<file path="src/rtl/mchan_rr_arbiter_ipa_pkg.sv">
// Shared types and pointer arithmetic for the MCHAN round-robin arbiter family.
// The pointer wraps at the channel count, so non-power-of-2 trees never reach an unused slot.
package mchan_arb_pkg;

  typedef enum logic {RR_INC, RR_WINNER} rr_mode_e;
  typedef enum logic {ARB, LOCKED} rr_state_e;

  function automatic int rr_wrap_inc(input int value, input int n_ch);
    return (value == n_ch - 1) ? 0 : value + 1;
  endfunction

endpackage

</file>
<file path="src/rtl/mchan_rr_arbiter_ipa_if.sv">
// Request/grant bundle between requesters (master) and the round-robin arbiter (slave).
interface mchan_rr_arbiter_ipa_if #(
  parameter int N_CH  = 4,
  parameter int PTR_W = $clog2(N_CH)
);

  logic [N_CH-1:0]  req_i;
  logic             lock_i;
  logic             ready_i;
  logic             valid_o;
  logic [N_CH-1:0]  gnt_o;
  logic [PTR_W-1:0] gnt_idx_o;
  logic [PTR_W-1:0] rr_flag_o;
  logic             locked_o;

  modport master (
    output req_i, lock_i, ready_i,
    input  valid_o, gnt_o, gnt_idx_o, rr_flag_o, locked_o
  );

  modport slave (
    input  req_i, lock_i, ready_i,
    output valid_o, gnt_o, gnt_idx_o, rr_flag_o, locked_o
  );

endinterface

</file>
<file path="src/rtl/mchan_rr_ff1_ipa.sv">
// Rotating find-first-one: index of the first set request at or above ptr_i, wrapping at N_CH.
// Purely combinational so other arbitration tree levels can reuse it.
module mchan_rr_ff1_ipa #(
  parameter int N_CH = 4,
  localparam int PTR_W = $clog2(N_CH)
) (
  input  logic [N_CH-1:0]  req_i,
  input  logic [PTR_W-1:0] ptr_i,
  output logic [PTR_W-1:0] idx_o,
  output logic             found_o
);

  // NOTE: every signal written here gets a default first, so no path leaves it unassigned (no latch).
  always_comb begin
    int w_pos;
    found_o = 1'b0;
    idx_o   = '0;
    w_pos   = 0;
    for (int i = 0; i < N_CH; i++) begin
      w_pos = int'(ptr_i) + i;
      // ptr_i is always below N_CH, so a single subtraction replaces a modulo
      if (w_pos >= N_CH) w_pos = w_pos - N_CH;
      if (!found_o && req_i[PTR_W'(w_pos)]) begin
        found_o = 1'b1;
        idx_o   = PTR_W'(w_pos);
      end
    end
  end

endmodule

</file>
<file path="src/rtl/mchan_rr_arbiter_ipa.sv">
// N-channel round-robin arbiter with a rotating priority pointer and a multi-beat burst lock.
// State only moves on an accepted beat, so an idle arbiter never toggles.
module mchan_rr_arbiter_ipa
  import mchan_arb_pkg::*;
#(
  parameter int       N_CH = 4,
  parameter rr_mode_e MODE = RR_INC
) (
  input logic                  clk,
  input logic                  rst_n,
  mchan_rr_arbiter_ipa_if.slave bus
);

  localparam int PTR_W = $clog2(N_CH);

  rr_state_e        r_state;
  rr_state_e        w_state_nxt;
  logic [PTR_W-1:0] r_ptr;
  logic [PTR_W-1:0] w_ptr_nxt;
  logic [PTR_W-1:0] r_lock_idx;
  logic [PTR_W-1:0] w_lock_idx_nxt;
  logic [PTR_W-1:0] w_ff1_idx;
  logic             w_ff1_found;
  logic [PTR_W-1:0] w_winner;
  logic [PTR_W-1:0] w_ptr_upd;
  logic             w_valid;
  logic             w_accept;

  mchan_rr_ff1_ipa #(.N_CH(N_CH)) u_ff1 (
    .req_i   (bus.req_i),
    .ptr_i   (r_ptr),
    .idx_o   (w_ff1_idx),
    .found_o (w_ff1_found)
  );

  // A locked burst pins the winner even if that channel drops its request.
  always_comb begin
    w_winner = (r_state == LOCKED) ? r_lock_idx : w_ff1_idx;
    w_valid  = (r_state == LOCKED) ? bus.req_i[r_lock_idx] : w_ff1_found;
    w_accept = w_valid & bus.ready_i;
  end

  always_comb begin
    if (MODE == RR_INC) w_ptr_upd = PTR_W'(rr_wrap_inc(int'(r_ptr), N_CH));
    else                w_ptr_upd = PTR_W'(rr_wrap_inc(int'(w_winner), N_CH));
  end

  always_comb begin
    w_state_nxt    = r_state;
    w_ptr_nxt      = r_ptr;
    w_lock_idx_nxt = r_lock_idx;
    if (w_accept) begin
      unique case (r_state)
        ARB: begin
          if (bus.lock_i) begin
            w_state_nxt    = LOCKED;
            w_lock_idx_nxt = w_winner;
          end else begin
            w_ptr_nxt = w_ptr_upd;
          end
        end
        LOCKED: begin
          if (!bus.lock_i) begin
            w_state_nxt = ARB;
            w_ptr_nxt   = w_ptr_upd;
          end
        end
        default: w_state_nxt = ARB;
      endcase
    end
  end

  // NOTE: registers use non-blocking assignments so every flop samples pre-edge values.
  always_ff @(posedge clk or negedge rst_n) begin
    if (!rst_n) begin
      r_state    <= ARB;
      r_ptr      <= '0;
      r_lock_idx <= '0;
    end else begin
      r_state    <= w_state_nxt;
      r_ptr      <= w_ptr_nxt;
      r_lock_idx <= w_lock_idx_nxt;
    end
  end

  always_comb begin
    bus.valid_o   = w_valid;
    bus.gnt_o     = w_valid ? (N_CH'(1) << w_winner) : '0;
    bus.gnt_idx_o = w_valid ? w_winner : '0;
    bus.rr_flag_o = r_ptr;
    bus.locked_o  = (r_state == LOCKED);
  end

`ifndef SYNTHESIS
  a_gnt_onehot0: assert property (@(posedge clk) disable iff (!rst_n)
    $onehot0(bus.gnt_o));

  a_ptr_range: assert property (@(posedge clk) disable iff (!rst_n)
    int'(r_ptr) < N_CH);

  a_arb_grant_req: assert property (@(posedge clk) disable iff (!rst_n)
    (r_state == ARB && bus.valid_o) |-> bus.req_i[bus.gnt_idx_o]);
`endif

endmodule

</file>
<file path="src/flat_wrapper.sv">
// flat-port wrapper written by rule: the top's interface ports become plain ports
module mchan_rr_arbiter_ipa_flat import mchan_arb_pkg::*;
#(
  parameter int       N_CH = 4,
  parameter rr_mode_e MODE = RR_INC
)
  (clk, rst_n, bus_req_i, bus_lock_i, bus_ready_i, bus_valid_o, bus_gnt_o, bus_gnt_idx_o, bus_rr_flag_o, bus_locked_o);
  mchan_rr_arbiter_ipa_if #(.N_CH(N_CH)) bus_i ();
  input logic clk;
  input logic rst_n;
  input wire logic [$bits(bus_i.req_i)-1:0] bus_req_i;
  input wire logic [$bits(bus_i.lock_i)-1:0] bus_lock_i;
  input wire logic [$bits(bus_i.ready_i)-1:0] bus_ready_i;
  output wire logic [$bits(bus_i.valid_o)-1:0] bus_valid_o;
  output wire logic [$bits(bus_i.gnt_o)-1:0] bus_gnt_o;
  output wire logic [$bits(bus_i.gnt_idx_o)-1:0] bus_gnt_idx_o;
  output wire logic [$bits(bus_i.rr_flag_o)-1:0] bus_rr_flag_o;
  output wire logic [$bits(bus_i.locked_o)-1:0] bus_locked_o;
  assign bus_i.req_i = bus_req_i;
  assign bus_i.lock_i = bus_lock_i;
  assign bus_i.ready_i = bus_ready_i;
  assign bus_valid_o = bus_i.valid_o;
  assign bus_gnt_o = bus_i.gnt_o;
  assign bus_gnt_idx_o = bus_i.gnt_idx_o;
  assign bus_rr_flag_o = bus_i.rr_flag_o;
  assign bus_locked_o = bus_i.locked_o;
  mchan_rr_arbiter_ipa #(.N_CH(N_CH), .MODE(MODE)) u_core (.clk(clk), .rst_n(rst_n), .bus(bus_i));
endmodule
</file>
<file path="config.mk">
export PLATFORM = sky130hd
export DESIGN_NAME = mchan_rr_arbiter_ipa_flat
export DESIGN_NICKNAME = d
export VERILOG_FILES = /design/src/rtl/mchan_rr_arbiter_ipa_pkg.sv /design/src/rtl/mchan_rr_arbiter_ipa_if.sv /design/src/rtl/mchan_rr_ff1_ipa.sv /design/src/rtl/mchan_rr_arbiter_ipa.sv /design/src/flat_wrapper.sv
export SDC_FILE = /design/constraint.sdc
export NUM_CORES = 1
export LEC_CHECK = 0
export CAP_MARGIN = 25
export CORE_MARGIN = 3
export CORE_UTILIZATION = 35
export DETAILED_ROUTE_END_ITERATION = 12
export PLACE_DENSITY = 0.7
export SLEW_MARGIN = 0
export SYNTH_ARGS = -nofsm -noshare
export SYNTH_HDL_FRONTEND = slang
export SYNTH_SLANG_ARGS = --single-unit
export TNS_END_PERCENT = 20
</file>
<file path="constraint.sdc">
create_clock -name clk -period 2.15 [get_ports clk]
set_clock_uncertainty 0.1 [all_clocks]
set_input_delay 0.3225 -clock clk [delete_from_list [all_inputs] [get_ports clk]]
set_output_delay 0.3225 -clock clk [all_outputs]
set_load 0.1 [all_outputs]
</file>
# ---- Yosys cells after proc, flatten, opt, wreduce, memory -nomap -nowiden
# Cells that the tools add are included.
dict set report classes {
  n_addsub 7
  order_cmp 9
  eq_ne 1
  shift 1
  n_mux 33
  bitwise 3
  reduce_logical 8
}
# op count
set ops {}
lappend ops {{$mux 2} 12}
lappend ops {{$lt 2x4->1 const B} 4}
lappend ops {{$mux 1} 15}
lappend ops {{$bmux 1 s2} 5}
lappend ops {{$ge 3x3->1 const B} 3}
lappend ops {{$sub 2x1->2 const B} 4}
lappend ops {{$add 2x2->3 const B} 2}
lappend ops {{$mux 4} 1}
lappend ops {{$shl 1x2->4 const A} 1}
lappend ops {{$add 2x1->3 const B} 1}
lappend ops {{$ge 2x3->1 const B} 1}
lappend ops {{$logic_and 1x1->1} 3}
lappend ops {{$logic_not 1->1} 3}
lappend ops {{$lt 2x3->1 const B} 1}
lappend ops {{$reduce_and 3->1} 1}
lappend ops {{$eq 2x1->1 const B} 1}
lappend ops {{$not 1->1} 2}
lappend ops {{$reduce_and 2->1} 1}
lappend ops {{$and 1x1->1} 1}
dict set report totals {
  regBits 5
  in_bits 8
  wordCells 65
}

# ---- Depth between registers and ports, before layout
# Gate-level depths: netlist of the first run.
dict set report logic_depth {
  depth_word 18
  ltp_mapped 7
  depth_no_buf 6
}

# ---- By module
# A second synthesis of the first run with hierarchy kept.
dict set report hier_totals {
  cells_unflattened 54
  hier_area_um2 446.7
}
# mod n_inst cells_each area_per_inst_um2
set modules_own_cells {}
lappend modules_own_cells {mchan_rr_arbiter_ipa 1 39 369.1}
lappend modules_own_cells {mchan_rr_ff1_ipa 1 15 77.6}

# ---- Least setup slack after synthesis of the first run
# Ideal clock, no wire load.
dict set report synth_path {
  kind {register to output}
  startpoint {reg u_core.r_ptr[1], in the netlist u_core.bus.rr_flag_o[1]}
  endpoint {out bus_gnt_o[3]}
  arrival_time_ns 4.552
  t_required_ns 1.727
  slack_ns -2.824
  stages_incl_launch_ff 8
  n_path_buf 1
  path_cell_list {dfrtp_1 ha_1 buf_2 mux2i_1 nor3b_1 o31ai_1 a31oi_2 a311oi_1}
}
dict set report synth_via {
  elab_chain_len 18
}
# item line
set synth_rtl {}
lappend synth_rtl {{start, declared} mchan_rr_arbiter_ipa.sv:18} ;# logic [PTR_W-1:0] r_ptr;
lappend synth_rtl {{start signal, assigned} mchan_rr_arbiter_ipa.sv:81} ;# r_ptr <= w_ptr_nxt;
lappend synth_rtl {{parallel branches: the longest is 17 deep, another holds $add 2x1->3} n/a}
lappend synth_rtl {{$mux 4 *} mchan_rr_arbiter_ipa.sv:88} ;# bus.gnt_o = w_valid ? (N_CH'(1) << w_winner) : '0;
lappend synth_rtl {{end, declared} flat_wrapper.sv:15} ;# output wire logic [$bits(bus_i.gnt_o)-1:0] bus_gnt_o;
# Mark *: on every way between the ends. The select of a mux whose other input is x is not followed.

# ---- Worst setup path after layout of the first run
dict set report layout_path {
  startpoint {reg u_core.r_ptr[0], in the netlist u_core.bus.rr_flag_o[0]}
  endpoint {out bus_gnt_o[2]}
}
# Same word-level chain as after synthesis.

==> results_dict.tcl, run 1 <==
set metrics [dict create \
    status "finished, violations left" \
    violations "setup timing" \
    cp.required_ns 1.73 \
    finalWorstSetupSlack_ns -0.6953 \
    insertion_delay_ns 0.24 \
    layout-drive-gt1-share_pct 53.85 \
    start_util_pct 37.78 \
    synth-async-reset-ratio_pct 100.0 \
    firstDrtPassIters 4 \
    crit_arrival_ns 2.42 \
    reg2reg_depth 8 \
    drc 0 \
    ys_warn_count 0 \
    synthDistinctLibCells 42 \
    syn_nets 89 \
    synth_edf_count 0 \
    yosys-top-cells-area "dfrtp_1 (19%), mux2_2 (5.1%), mux2_4 (4.6%), nand2_1 (4.0%), nor2_1 (4.0%)" \
    die-area_sq_mm 0.002441 \
    worst_pin_slew_ns 0.4296 \
    cts_max_level 1 \
    chipWidth_um 49.41 \
    synth-main-ff-cell "dfrtp_1" \
    grt_setup_unrepaired "true" \
    grt_util_all_layers_pct 19.30 \
    cp-end-kind "output port" \
    worstSetupPathType "reg2out" \
    setup_viol 10 \
    slew_violations 0 \
    yosys_register_bits 5 \
    core_sq_mm 0.001745 \
    syn_area_per_cell_sq_um 8.242 \
    root_buffer "clkbuf_4" \
    layout_min_cycle_time_ns 2.845 \
    drt-vias-per-instance 5.310 \
    grt_pass1_wl_um 3712 \
    cts_tree "done" \
    start_kind "flip-flop" \
    antenna_found_initial 0 \
    drtIter0Drc 21 \
    synth.top_cell.area_share_pct 18.98 \
    first_global_vias 813 \
    postCtsHoldBufs 0 \
    relSlewSlack_pct 71.27 \
    grt.overflow.total 0 \
    grt_max_degree 13 \
    worst-path-max-fanout 4 \
    max_freq_mhz 351.5 \
    rows 15 \
    min_path_type "in2async" \
    final_area_sq_mm 0.001221 \
    antenna_left 0 \
    cp_slowest_cell "dfrtp_4" \
    synthesis.area_sq_um 659.4 \
    clkSinkCount 5 \
    fin_crit_sh_pct 132.3 \
    vias 754 \
    ys_seq_area_share_pct 18.98 \
    final_hold_viol_count 0 \
    yosysTopAreaCell "dfrtp_1" \
    dpl.hpwl_um 1542 \
    io_buffers 17 \
    routed_wirelength_um 2172 \
    slowest_delay_ns 0.48 \
    antennaDiodeCount 0 \
    place.gp.congestion 0.8589 \
    area_delta_synth_final_pct 85.20 \
    syn_inst 80 \
    cts_buffers 3 \
    cts_buffer_depth 2 \
    placed_cell_area_sq_mm 0.001097 \
    wl_per_cell_um 15.30 \
    path_cells "ha_4, mux2i_4, a22o_1, a211oi_4, nand2_2, o2111a_1, buf_12" \
    clk_pin_slew_ns 0.04 \
    drv_cap 0 \
    fillers 151 \
    final_nets 127 \
    fp.dieH_um 49.41 \
    synth_common_cells "nand2_1 (7), nor2_1 (7), dfrtp_1 (5)" \
    io_pins 18 \
]
stage by stage:
stage          util, %  worst slack, ns  hold WS (ns)  setup TNS, ns  cells
2_1_floorplan        -           -1.170      -0.07309         -6.847     80
3_3_place_gp     62.87          -0.5900        0.4599         -5.257    136
3_5_place_dp     62.87          -0.6072        0.4629         -5.491    136
4_1_cts          67.53          -0.6485        0.2002         -4.019    141
5_1_grt          69.96          -0.7580        0.1938         -4.868    142
6_report         69.96          -0.6953        0.2042         -4.285    142
timing repair:
action | CTS | global route
setup buffers | 1 | 1
setup endpoints to repair | 11 | 11
pin swaps | 6 | 5
resized for setup | 14 | 7
flip-flops by register name, summed over array words and instances, names as in the netlist:
register / flops
u_core.bus.locked_o: 1
u_core.r_lock_idx: 2
u_core.bus.rr_flag_o: 2
path summary, 6_finish.rpt:
check,startpoint,end,slack [ns]
min in group clk,u_core.r_lock_idx[1]$_DFFE_PN0P_,u_core.r_lock_idx[1]$_DFFE_PN0P_,0.50
min reg2reg,u_core.r_lock_idx[1]$_DFFE_PN0P_,u_core.r_lock_idx[1]$_DFFE_PN0P_,0.50
max in group asynchronous,rst_n,u_core.bus.rr_flag_o[0]$_DFFE_PN0P_,1.53
max reg2reg,u_core.bus.rr_flag_o[0]$_DFFE_PN0P_,u_core.r_lock_idx[1]$_DFFE_PN0P_,-0.17
min,rst_n,u_core.r_lock_idx[0]$_DFFE_PN0P_,0.20
max,u_core.bus.rr_flag_o[0]$_DFFE_PN0P_,bus_gnt_o[2],-0.70
metal layers:
metal | vias up | wire, um | GRT usage (%)
met4 | 0 | 0 | 10.14
met2 | 19 | 1146 | 31.70
met3 | 0 | 91 | 2.752
met1 | 364 | 934 | 24.25
li1 | 371 | - | -
met5 | - | 0 | 0
placed cells by master (no fill, tap or decap), types with 2 or more instances in the layout:
| master | instances |
|---|---|
| a31oi_4 | 2 |
| and3b_1 | 2 |
| buf_12 | 7 |
| buf_4 | 26 |
| clkbuf_4 | 3 |
| clkdlybuf4s50_1 | 3 |
| dfrtp_1 | 3 |
| dfrtp_4 | 2 |
| dlygate4sd2_1 | 4 |
| inv_1 | 4 |
| mux2_2 | 3 |
| mux2_4 | 2 |
| nand2_1 | 6 |
| nand3_1 | 2 |
| nor2_1 | 6 |
| nor2b_4 | 2 |
| nor3_1 | 2 |
| nor3b_1 | 2 |
| nor4_1 | 2 |
| o21ai_0 | 2 |
| o21ai_1 | 2 |
cell type report:
class	instances	area (sq um)	share of cell area (%)
repair buffers	41	411.6	33.71
clock buffers	4	26.28	2.152
well taps	25	31.28	2.561
flip-flops and latches	5	132.6	10.86
inverters	4	15.01	1.230
multi-input cells	63	604.3	49.49
cell families after synthesis:
family | after synthesis | share of synthesized area (%)
adder cells (fa/ha/maj) | 1 | 1.897
AO/OA/AOI/OAI | 20 | 24.29
buffers and inverters | 12 | 9.297
multiplexers | 8 | 16.13
AND/OR/NAND/NOR | 34 | 29.42
flip-flops | 5 | 18.98
worst max-delay path: cells and delay by family, from the launching register on:
family	cells	cell delay (ns)
AND/OR/NAND/NOR	1	0.11
AO/OA/AOI/OAI	3	0.93
flip-flops	1	0.48
adder cells (fa/ha/maj)	1	0.28
buffers and inverters	1	0.17
multiplexers	1	0.20
Power of run 1 is left out: the tool's default activity adds up to more than one toggle a clock period on the data nets, which glitch-free logic cannot reach.
==> run 2, diff against run 1 <==
- HOLD_SLACK_MARGIN: unset -> 0.02
==> results of run 2 <==
The final DEF is identical to that of run 1; final timing and power are the same.
Power of run 2 is left out for the same reason.
==> run 3, diff against run 2 <==
- CAP_MARGIN: 25 -> 10
- RECOVER_POWER: unset -> 100
==> run 3 against run 2 <==
Against the previous run: non-clock buffer count unchanged; global-route usage unchanged; cell count unchanged; worst hold slack better by 0.071 ns; the run still ends with setup timing left; flip-flop and latch count stayed put.
==> results_dict.tcl, run 3 (synthesis results as in run 1) <==
set metrics [dict create \
    status "finished, violations left" \
    violations "setup timing" \
    place.gp.congestion 0.8589 \
    multiInputGateArea_sq_um 604.3 \
    top_usage_layer "met2" \
    cts_buffer_depth 2 \
    fillers 154 \
    final_common_cell "buf_4" \
    worst-path-max-fanout 4 \
    grt_setup_unrepaired "true" \
    antenna_left 0 \
    grt_max_degree 13 \
    drc 0 \
    min_path_type "in2async" \
    slew_violations 0 \
    fin_crit_sh_pct 131.9 \
    worstSetupPathType "reg2out" \
    finalWorstSetupSlack_ns -0.6864 \
    root_buffer "clkbuf_4" \
    io_buffers 17 \
    path_buf_inv 1 \
    met3_usage_pct 2.752 \
    cp_slowest_cell "dfrtp_4" \
    wl_per_cell_um 15.25 \
    vias 764 \
    io_pins 18 \
    max_freq_mhz 352.6 \
    crit_start "u_core.bus.rr_flag_o[0]$_DFFE_PN0P_" \
    antenna_found_initial 0 \
    clk_pin_slew_ns 0.04 \
    fp.dieH_um 49.41 \
    final_util_pct 69.53 \
    drv_cap 0 \
    worst_pin_slew_ns 0.5414 \
    chipWidth_um 49.41 \
    mostFrequentLayoutCells "buf_4 (23), buf_12 (7), nor2_1 (6), nand2_1 (6)" \
    rows 15 \
    cp.required_ns 1.73 \
    core_sq_mm 0.001745 \
    drtIter0Drc 19 \
    clkSinkCount 5 \
    area_delta_synth_final_pct 84.06 \
    antennaDiodeCount 0 \
    final_nets 127 \
    grt_util_all_layers_pct 19.30 \
    seq_area_sq_um 132.6 \
    drt-vias-per-instance 5.380 \
    postCtsHoldBufs 0 \
    layout_min_cycle_time_ns 2.836 \
    first_global_vias 813 \
    layout-drive-gt1-share_pct 53.85 \
    insertion_delay_ns 0.24 \
    start_util_pct 37.78 \
    slowest_delay_ns 0.48 \
    setup_viol 11 \
    routed_wirelength_um 2166 \
    final_cells 142 \
    cts_max_level 1 \
    dp_cells 136 \
    firstDrtPassIters 4 \
    grt.met1_usage_pct 24.25 \
    cp-end-kind "output port" \
    grt_use_met2_pct 31.70 \
    grt.overflow.total 0 \
    r2r_start "u_core.bus.rr_flag_o[0]$_DFFE_PN0P_" \
    crit_arrival_ns 2.41 \
    cp_top_family "compound AO/OA/AOI/OAI gates" \
    cts_tree "done" \
    die-area_sq_mm 0.002441 \
    cts_buffers 3 \
    relSlewSlack_pct 64.06 \
    dpl.hpwl_um 1542 \
    final_hold_viol_count 0 \
    path_cells "ha_4, mux2i_4, a22o_1, a211oi_4, nand2_2, o2111a_1, buf_12" \
    grt_pass1_wl_um 3712 \
    start_kind "flip-flop" \
]
-- run 3: metrics by stage --
stage                     instance area (sq um)  TNS [ns]  setup slack [ns]  hold slack, ns
after CTS                                  1179    -4.019           -0.6485          0.2002
after detailed placement                   1097    -5.491           -0.6072          0.4629
after floorplan                           720.7    -6.847            -1.170        -0.07309
after global placement                     1097    -5.257           -0.5900          0.4599
after global routing                       1214    -4.868           -0.7580          0.2641
final                                      1214    -4.233           -0.6864          0.2750
-- run 3: area by class of cell --
| type | instances | area share, % |
|---|---|---|
| multi-input combinational | 63 | 49.79 |
| inverter | 4 | 1.237 |
| timing repair buffer | 41 | 33.30 |
| sequential | 5 | 10.93 |
| clock buffer | 4 | 2.165 |
| tap | 25 | 2.577 |
-- run 3: layer usage --
layer  part of all wire (%)  routed length (um)  vias up
met5                      0                   0        -
met4                      0                   0        0
met3                    5.5                 119        0
met2                     53                1142       23
met1                     42                 904      371
li1                       -                   -      370
-- run 3: worst register-to-register path, cell delays in order, from the launching register on --
cell	delay, ns
dfrtp_4	0.48
ha_4	0.28
mux2i_4	0.20
a22o_1	0.26
a211oi_4	0.37
nand2_2	0.11
buf_4	0.16
buf_4	0.12
o2bb2ai_1	0.12
-- run 3: timing repair --
action                     CTS  global route
pin swaps                    6             5
gates resized for setup     14             7
cloned                       0             0
setup endpoints to repair   11            11
setup buffers                1             1
-- run 3: final timing paths --
check | endpoint | slack, ns | depth (start not counted)
setup / recovery | bus_gnt_o[2] | -0.69 | 7
hold / removal | u_core.r_lock_idx[0]$_DFFE_PN0P_ | 0.27 | 1
setup reg to reg | u_core.r_lock_idx[1]$_DFFE_PN0P_ | -0.17 | 8
hold reg to reg | u_core.r_lock_idx[1]$_DFFE_PN0P_ | 0.50 | 2
max in group asynchronous | u_core.bus.rr_flag_o[0]$_DFFE_PN0P_ | 1.46 | 1
min in group clk | u_core.r_lock_idx[1]$_DFFE_PN0P_ | 0.50 | 2
Power of run 3 is left out for the same reason.
